`src/rtl/ooo_pkg.sv`:
```
// Shared types for the out-of-order core: ROB entry layout and register pointers.
package ooo_pkg;

  localparam int ROB_DEF_DATA_W = 32;
  localparam int ROB_DEF_COUNT  = 32;
  localparam int ROB_PTR_W      = $clog2(ROB_DEF_COUNT);

  typedef logic [4:0] arf_ptr_t;

  // Entry layout at the default result width; the ROB keeps these fields
  // as parallel arrays so DATA_WIDTH can be overridden per instance.
  typedef struct packed {
    logic                      valid;
    logic                      done;
    logic                      dest_valid;
    arf_ptr_t                  arf_ptr;
    logic [ROB_DEF_DATA_W-1:0] data;
  } rob_entry_t;

endpackage

```
`src/rtl/reorder_buffer.sv`:
```
// Circular in-order reorder buffer: allocate at tail, writeback by pointer,
// commit from head, with same-cycle writeback forwarding on operand lookup.
module reorder_buffer
  import ooo_pkg::*;
#(
  parameter int DATA_WIDTH = ROB_DEF_DATA_W,
  parameter int ROB_COUNT  = ROB_DEF_COUNT,
  localparam int PTR_W     = $clog2(ROB_COUNT)
) (
  input  logic                  clk,
  input  logic                  rst,
  input  logic                  flush_i,
  input  logic                  alloc_valid_i,
  output logic                  alloc_ready_o,
  input  logic                  alloc_dest_valid_i,
  input  logic [4:0]            alloc_arf_ptr_i,
  output logic [PTR_W-1:0]      alloc_rob_ptr_o,
  input  logic                  wb_en_i,
  input  logic [PTR_W-1:0]      wb_rob_ptr_i,
  input  logic [DATA_WIDTH-1:0] wb_data_i,
  input  logic [PTR_W-1:0]      rd0_rob_ptr_i,
  input  logic [PTR_W-1:0]      rd1_rob_ptr_i,
  output logic                  rd0_done_o,
  output logic                  rd1_done_o,
  output logic [DATA_WIDTH-1:0] rd0_data_o,
  output logic [DATA_WIDTH-1:0] rd1_data_o,
  output logic                  commit_en_o,
  output logic                  commit_dest_valid_o,
  output logic [4:0]            commit_arf_ptr_o,
  output logic [PTR_W-1:0]      commit_rob_ptr_o,
  output logic [DATA_WIDTH-1:0] commit_data_o
);

  localparam logic [PTR_W:0] COUNT_FULL = (PTR_W+1)'(ROB_COUNT);

  logic [ROB_COUNT-1:0]  valid_q, done_q, dest_q;
  arf_ptr_t              arf_q  [ROB_COUNT];
  logic [DATA_WIDTH-1:0] data_q [ROB_COUNT];
  logic [PTR_W-1:0]      head_q, tail_q;
  logic [PTR_W:0]        count_q;

  logic alloc_fire, commit_fire, wb_fire;

  // Full check deliberately ignores a same-cycle commit.
  assign alloc_ready_o   = (count_q != COUNT_FULL) && !flush_i;
  assign alloc_rob_ptr_o = tail_q;
  assign alloc_fire      = alloc_valid_i && alloc_ready_o;

  // Writebacks to squashed/unallocated entries are dropped.
  assign wb_fire = wb_en_i && valid_q[wb_rob_ptr_i] && !flush_i;

  // Head retires only once its done bit is registered, so a writeback
  // to the head commits the following cycle at the earliest.
  assign commit_en_o         = valid_q[head_q] && done_q[head_q] && !flush_i;
  assign commit_fire         = commit_en_o;
  assign commit_dest_valid_o = dest_q[head_q] && commit_en_o;
  assign commit_arf_ptr_o    = arf_q[head_q];
  assign commit_rob_ptr_o    = head_q;
  assign commit_data_o       = data_q[head_q];

  // Operand lookup with writeback forwarding, shared by both read ports.
  function automatic logic lookup_hit(input logic [PTR_W-1:0] ptr);
    return wb_en_i && (wb_rob_ptr_i == ptr) && valid_q[ptr];
  endfunction

  // Read port results, including same-cycle forwarding from writeback.
  always_comb begin
    rd0_done_o = valid_q[rd0_rob_ptr_i] && (done_q[rd0_rob_ptr_i] || lookup_hit(rd0_rob_ptr_i));
    rd1_done_o = valid_q[rd1_rob_ptr_i] && (done_q[rd1_rob_ptr_i] || lookup_hit(rd1_rob_ptr_i));
    rd0_data_o = lookup_hit(rd0_rob_ptr_i) ? wb_data_i : data_q[rd0_rob_ptr_i];
    rd1_data_o = lookup_hit(rd1_rob_ptr_i) ? wb_data_i : data_q[rd1_rob_ptr_i];
  end

  // Entry array and pointer state: reset, flush, then alloc/writeback/commit.
  always_ff @(posedge clk or negedge rst) begin
    if (!rst) begin
      valid_q <= '0;
      done_q  <= '0;
      dest_q  <= '0;
      for (int i = 0; i < ROB_COUNT; i++) begin
        arf_q[i]  <= '0;
        data_q[i] <= '0;
      end
      head_q  <= '0;
      tail_q  <= '0;
      count_q <= '0;
    end else if (flush_i) begin
      valid_q <= '0;
      head_q  <= '0;
      tail_q  <= '0;
      count_q <= '0;
    end else begin
      // Alloc index never equals the commit index: that would need the
      // buffer to be both empty (no commit) and full (no alloc).
      if (alloc_fire) begin
        valid_q[tail_q] <= 1'b1;
        done_q[tail_q]  <= 1'b0;
        dest_q[tail_q]  <= alloc_dest_valid_i;
        arf_q[tail_q]   <= alloc_arf_ptr_i;
        tail_q          <= tail_q + 1'b1;
      end
      if (wb_fire) begin
        done_q[wb_rob_ptr_i] <= 1'b1;
        data_q[wb_rob_ptr_i] <= wb_data_i;
      end
      if (commit_fire) begin
        valid_q[head_q] <= 1'b0;
        head_q          <= head_q + 1'b1;
      end
      count_q <= count_q + (PTR_W+1)'(alloc_fire) - (PTR_W+1)'(commit_fire);
    end
  end

endmodule

```
`config.mk`:
```
export PLATFORM = sky130hd
export DESIGN_NAME = reorder_buffer
export DESIGN_NICKNAME = d
export VERILOG_FILES = /design/src/rtl/ooo_pkg.sv /design/src/rtl/reorder_buffer.sv
export SDC_FILE = /design/constraint.sdc
export NUM_CORES = 2
export LEC_CHECK = 0
export BUFFER_PORTS_ARGS = -buffer_cell sky130_fd_sc_hd__buf_2
export CORE_MARGIN = 1
export CORE_UTILIZATION = 50
export CTS_CLUSTER_DIAMETER = 100
export DETAILED_ROUTE_END_ITERATION = 8
export MAX_ROUTING_LAYER = met4
export PLACE_DENSITY = 0.71
export SYNTH_ARGS = -nofsm -noshare
export SYNTH_HDL_FRONTEND = slang
export SYNTH_SLANG_ARGS = --single-unit
```
`constraint.sdc`:
```
create_clock -name clk -period 4.1 [get_ports clk]
set_input_delay 0.615 -clock clk [delete_from_list [all_inputs] [get_ports clk]]
set_output_delay 0.615 -clock clk [all_outputs]
set_load 0.01 [all_outputs]
```
Yosys cells after proc, flatten, opt, wreduce, memory -nomap -nowiden
Index checks and enable logic that the tools add are counted.
{"block": "word_totals", "mem_bits_ro": 0, "word_cells": 184, "ram_bits": 0, "output_inout_bits": 116, "in_bits": 58, "latchBits": 0, "n_memories": 0, "regBits": 1296}
{"block": "classes", "mul": 0, "bitwise": 12, "shift": 0, "n_lt_le_gt_ge": 15, "muxes": 55, "n_addsub": 4, "n_reduce_logical": 25, "div": 0, "eq_ne": 3}
{"cell": "$bwmux W1024", "n": 1}
{"cell": "$mux W32", "n": 16}
{"cell": "$bmux W32 S5", "n": 3}
{"cell": "$bwmux W160", "n": 1}
{"cell": "$demux W32 S5", "n": 1}
{"cell": "$and A32 B32 Y32", "n": 2}
{"cell": "$not A32 Y32", "n": 2}
{"cell": "$or A32 B32 Y32", "n": 2}
{"cell": "$bmux W1 S5", "n": 8}
{"cell": "$mux W5", "n": 7}
{"cell": "$bwmux W32", "n": 1}
{"cell": "$ge A6 B6 Y1 const B", "n": 5}
{"cell": "$lt A5 B6 Y1 const B", "n": 5}
{"cell": "$not A5 Y6", "n": 5}
{"cell": "$bmux W5 S5", "n": 1}
{"cell": "$demux W5 S5", "n": 1}
{"cell": "$logic_and A1 B1 Y1", "n": 18}
{"cell": "$demux W1 S5", "n": 3}
{"cell": "$ge A5 B1 Y1 const B", "n": 3}
{"cell": "$lt A6 B1 Y1 const B", "n": 2}
{"cell": "$mux W1", "n": 11}
{"cell": "$add A5 B1 Y5 const B", "n": 2}
{"cell": "$eq A5 B5 Y1", "n": 2}
{"cell": "$add A6 B1 Y6", "n": 1}
{"cell": "other kinds (8)", "n": 11}

Depth between registers and ports, before layout
{"block": "depth", "ltp_word": 10, "depth_mapped": 17, "ltp_nobuf": 14}

Worst setup path after synthesis
No wires, ideal clock.
{"block": "synth_timing", "path_kind": "register -> register", "start": "reg head_q[1], in the netlist commit_rob_ptr_o[1]", "end": "reg count_q[4]", "path_stages_with_launch": 17, "required_time_ns": 3.968, "slack_ns": 0.453, "path_buffers": 2, "arrival_ns": 3.515, "synth_period_minus_slack_ns": 3.647, "setup_time_ns": 0.132, "cell_sequence": "dfrtp_1 -> buf_2 -> mux2i_1 -> o22ai_1 -> or4_1 -> a21oi_2 -> nor3_2 -> buf_2 -> ha_1 -> inv_1 -> ha_1 -> fa_1 -> a21oi_1 -> nor2_1 -> nor2_1 -> xor2_1 -> nor2_1"}
{"block": "synth_between", "elab_chain_cells": 6, "word_cells_on_any_way": 8, "cone_classes": "1 x add/sub; 5 x mux; 2 x reduce/logical"}
{"item": "from (decl)", "line": "reorder_buffer.sv:39", "text": "logic [PTR_W-1:0] head_q, tail_q;"}
{"item": "from (signal assigned)", "line": "reorder_buffer.sv:108", "text": "head_q <= head_q + 1'b1;"}
{"item": "$bmux W1 S5", "line": "reorder_buffer.sv:54", "text": "assign commit_en_o = valid_q[head_q] && done_q[head_q] && !flush_i;"}
{"item": "$mux W1 (implied by the code)", "line": "reorder_buffer.sv:54"}
{"item": "$logic_and A1 B1 Y1 (*) (2 in a row)", "line": "reorder_buffer.sv:54"}
{"item": "via commit_en_o", "line": "reorder_buffer.sv:27", "text": "output logic commit_en_o,"}
{"item": "$sub A6 B1 Y6 (*)", "line": "reorder_buffer.sv:110", "text": "count_q <= count_q + (PTR_W+1)'(alloc_fire) - (PTR_W+1)'(commit_fire);"}
{"item": "$mux W6 (*)", "line": "reorder_buffer.sv:87", "text": "end else if (flush_i) begin"}
{"item": "to (signal assigned)", "line": "reorder_buffer.sv:110"}
{"item": "to (decl)", "line": "reorder_buffer.sv:40", "text": "logic [PTR_W:0] count_q;"}
Mark *: on every way through the listed nets, which the timed path passes. The rest lies on a longest branch. The select of a mux whose other input is x is not followed.
A chain may end at the register's enable or synchronous reset.

Final worst setup path
{"block": "layout_timing", "start": "reg valid_q[22]", "end": "out rd0_data_o[24]"}
{"block": "layout_between", "elab_chain_cells": 4}
{"item": "from (decl)", "line": "reorder_buffer.sv:36", "text": "logic [ROB_COUNT-1:0] valid_q, done_q, dest_q;"}
{"item": "from (signal assigned)", "line": "reorder_buffer.sv:77", "text": "valid_q <= '0;"}
{"item": "from (signal assigned)", "line": "reorder_buffer.sv:88", "text": "valid_q <= '0;"}
{"item": "from (signal, indexed assignment)", "line": "reorder_buffer.sv:96", "text": "valid_q[tail_q] <= 1'b1;"}
{"item": "$bmux W1 S5", "line": "reorder_buffer.sv:63", "text": "return wb_en_i && (wb_rob_ptr_i == ptr) && valid_q[ptr];"}
{"item": "$mux W1 (implied by the code)", "line": "reorder_buffer.sv:63"}
{"item": "$logic_and A1 B1 Y1", "line": "reorder_buffer.sv:63"}
{"item": "$mux W32", "line": "reorder_buffer.sv:70", "text": "rd0_data_o = lookup_hit(rd0_rob_ptr_i) ? wb_data_i : data_q[rd0_rob_ptr_i];"}
{"item": "to (decl)", "line": "reorder_buffer.sv:25", "text": "output logic [DATA_WIDTH-1:0] rd0_data_o,"}
Every way passes these cells. The select of a mux whose other input is x is not followed.

==> impl_results.md <==
* Leakage power at 39.1 nW
* Setup repair after global routing missed its margin: yes
* Setup Viol. Count Final at 1
* First-pass detailed-route iteration total at 7
* Logic gate share of total power at 7.9%
* Starting density of the core at 50.4%
* Area growth from synthesis to final layout at 11.8%
* Cell chain of the critical path: mux4_2, mux4_2, mux2_4, nand2b_4, buf_16, mux2_2, buf_2
* Final HPWL DP at 144000 microns
* Insertion delay of the later-clocked pin in the worst-skew pair at between 800 and 900 ps
* Portion of the post-synthesis area used by sequential elements at between 40% and 50%
* Setup clock skew after layout at 19.3 ps
* Post-route worst hold slack at 168 ps
* Internal Dissipation at between 20 and 25 mW
* Proportion of synthesized area in mux cells at 49.7%
* Core box area at between 0.15 and 0.2 sq mm
* Type of the worst setup path: reg2out
* Internal reg-to-reg setup slack at 310 ps
* Final TNS setup at -2.35 ps
* TritonCTS Sinks at approximately 1.3k
* Instance area after placement at between 0.08 and 0.09 sq mm
* Clk slew on worst S/H paths at roughly 60 ps
* Max Freq at 244 MHz
* Drt initial violations at roughly 5.6k
* Via density at a little over 7
* Global placer's final weighted congestion at just over 0.9
* Synth Area in Simple Gates at between 1.5 and 2%
* Worst relative slew slack at 23.3%
* Post-synthesis instance area at approximately 0.078 sq mm
* Type of the worst min-delay path: in2reg
* Reg-to-reg critical path endpoint: count_q[4]
* Highest ir drop seen on vdd at 0.435 mV
* Share of total power in sequential cells at 45.5%
* Cell count after synthesis at 4788
* Startpoint of the lowest-slack register-to-register path: commit_rob_ptr_o[0]
* Vertical extent of the die at 396 microns
* Post-Syn Nets at roughly 4.9k
* Floorplan row count at roughly 140
* Final Instance Count excl. Fillers at about 7k
* Hold EP: count_q[4]
* Number of remaining DRC errors at 0
* Clk network pwr share at a little under half
* Aggregate global routing overflow at 0
* Cell with the largest stage delay on the worst path: mux4_2
* PnR Total Power at between 20 and 30 mW
* Crit path capture type: output pin
* Share of async-settable or async-resettable flops after synthesis at 100%
* Worst-margin pin slew at 1150 ps
* Synth Area in XOR/XNOR at 0.169%
* Maximum number of pins on one net before global-route repair at around 120
* Compound-cell area share of the yosys netlist at 2.49%
* Total die area at 0.157 sq mm
* Share of the clock period used by the worst path after layout at 100%
* Detailed-route wire length per cell at 34.8 microns
* Violated checks: setup timing
* Number of cells in the design after placement at 6707
* First-pass GRT wire length at 361000 microns
* Aggregate routed wire length at approximately 240000 microns
* CTS tree: done
* Cells on worst reg2reg path at 16
* CTS Root Cell: clkbuf_16
* Crit start category: register
* EDFF count, synth at 0
* Most frequently used flop master after synthesis: dfrtp_1
* Register bit count reported by yosys at 1296
* Largest cells by area after synthesis: dfrtp_1 (42%), mux4_2 (29%), mux2_2 (15%), mux2_4 (3.4%), mux2_1 (1.8%)
* Ratio of cells with drive above 1 in the final layout at 59.5%
* Max-capacitance violation count at 0
* Routed metal-1 wirelength at 93400 microns
* Max layer used: met4
* GRT Total Usage at 32.5%
* Proportion of netlist area held by the largest area contributor at roughly two fifths
* Setup WS post-layout at -2.35 ps
* Post-route ant nets at 0
* Die width at 396 microns
* Count of port buffers added during placement at 173
* Adder-cell area share of the yosys netlist at 0.284%
* Data required time of the worst path at around 3500 ps
* Routed vias at around 50k
* Library cells used by synthesis at 64
* Most used cell along the critical path: mux4_2
* Max stage delay on crit path at 490 ps
* Arrival time reported for the critical path endpoint at 3490 ps
* Vias in the first global route at ~50k
* Most area-hungry cell type in the Yosys netlist: dfrtp_1
* Outcome: complete, but fails checks
* TritonCTS buffer count at 145
* Sw frac at 24.4%
* Yosys warns at 0
* CTS HTree Levels at 4
* Minimum clock period after layout at roughly 4000 ps
* Final hold viol count at 0
* Switching power of the nets at 7.08 mW
* Routed met3 length at 25300 microns
* Largest family of logic cells by synthesized area: multiplexers
* Total power density per cell area at roughly 330 mW/mm^2
* Met2 wire length at approximately 110000 microns
* Max Root-Sink Buffers at 3
* Final number of max-transition violations at 0
* Antenna violations before repair at 11
* Avg Cell Area, Syn at between 15 and 20 sq um
* Final Net Count at 4903
* Number of cells on the worst hold path at 2
* Final Instance Area at 0.0868 sq mm
* Hold Startpoint: flush_i
* I/O pin cnt at 174
* Critical Path Fanout Max at 21
==> flip-flops by register name, indices dropped and copies added (netlist names) <==
signal,cells
data_q,1024
arf_q,160
dest_q,32
done_q,32
valid_q,32
count_q,6
alloc_rob_ptr_o,5
commit_rob_ptr_o,5
==> cells in the mapped netlist (5+ instances only) <==
| library cell | n |
|---|---|
| mux2_2 | 1045 |
| nand4_1 | 34 |
| a22oi_1 | 140 |
| buf_4 | 41 |
| mux2_1 | 127 |
| mux4_2 | 994 |
| or3b_2 | 5 |
| nand2_4 | 5 |
| and2_1 | 5 |
| dfrtp_1 | 1296 |
| nand3_1 | 15 |
| nand2_1 | 44 |
| buf_6 | 33 |
| nor3_1 | 6 |
| o22ai_1 | 17 |
| inv_1 | 39 |
| nor2_1 | 61 |
| mux2i_1 | 37 |
| ha_1 | 16 |
| xor2_1 | 11 |
| buf_8 | 18 |
| mux2_4 | 174 |
| nand3_2 | 7 |
| a311oi_1 | 15 |
| clkbuf_1 | 231 |
| buf_2 | 141 |
| a31oi_1 | 17 |
| o2111ai_1 | 5 |
| a21oi_1 | 27 |
| o21ai_0 | 31 |
| o21bai_1 | 5 |
| and3_1 | 12 |
| nand2_8 | 6 |
| buf_1 | 64 |
==> power by group through the flow <==
stage	Clock, mW	Combinational [mW]	Sequential (mW)
2_1_floorplan	0	1.39	13.4
3_3_place_gp	0	2.25	13.4
3_5_place_dp	0	2.28	13.4
4_1_cts	13.7	2.29	13.2
5_1_grt	14.2	2.45	13.2
6_report	13.5	2.28	13.2
==> area by class of cell <==
| cell class | instances | area (sq um) |
|---|---|---|
| diodes | 10 | 25.0 |
| clock buffers | 206 | 4230 |
| clock inverters | 54 | 679 |
| fillers | 11700 | 67300 |
| inverters | 39 | 150 |
| multi-input cells | 2925 | 42500 |
| flip-flops and latches | 1296 | 32400 |
| well taps | 2044 | 2560 |
| repair buffers | 421 | 4160 |
==> critical path, delay by kind of cell, from the launching register on <==
| kind | cells | cell delay [ps] |
|---|---|---|
| flip-flops | 1 | 460 |
| AND/OR/NAND/NOR | 1 | 100 |
| buffers and inverters | 2 | 420 |
| multiplexers | 4 | 1670 |
==> what timing repair did <==
action                                  4_1_cts  5_1_grt
hold endpoints to repair                     65        0
setup buffers                                10        5
pin swaps                                     0        2
hold buffers                                  1        0
cloned                                        3        0
gates resized for setup                      23       14
endpoints found under the setup margin       90       52
==> placed cells by master (no fill, tap or decap), types with 89 or more instances in the layout <==
| cell type | count |
|---|---|
| a22oi_1 | 140 |
| buf_12 | 89 |
| buf_2 | 162 |
| buf_4 | 145 |
| clkbuf_16 | 150 |
| dfrtp_1 | 1289 |
| mux2_1 | 127 |
| mux2_2 | 1038 |
| mux2_4 | 181 |
| mux4_2 | 994 |
==> cells by family after synthesis <==
logic type / count (synthesis)
compound gates: 275
mux: 2377
simple gates: 241
flops: 1296
fa+ha+maj: 17
xor+xnor: 15
buf+inv: 567
==> how the worst max path moves through the flow <==
stage | slack [ps] | cells past startpoint | startpoint | end
after floorplan | 450 | 16 | commit_rob_ptr_o[1] | count_q[4]
after global placement | 290 | 8 | rd1_rob_ptr_i[0] | rd1_data_o[24]
after detailed placement | 280 | 8 | rd1_rob_ptr_i[0] | rd1_data_o[4]
after CTS | -60 | 7 | valid_q[23] | rd0_data_o[15]
after global routing | -30 | 7 | valid_q[23] | rd0_data_o[24]
final | -2 | 7 | valid_q[22] | rd0_data_o[24]
==> per-stage QoR <==
| step | utilization, % | setup slack [ps] |
|---|---|---|
| 2_1_floorplan | - | 453 |
| 3_3_place_gp | 52.9 | 287 |
| 3_5_place_dp | 52.9 | 275 |
| 4_1_cts | 56.3 | -64.8 |
| 5_1_grt | 56.3 | -29.3 |
| 6_report | 56.3 | -2.35 |
==> per-layer routing <==
metal	track usage, %	vias up
met5	-	-
met4	14.5	0
met3	7.96	624
met2	47.7	2914
met1	43.2	26900
li1	-	19300
(Power assumes the default switching activity.)
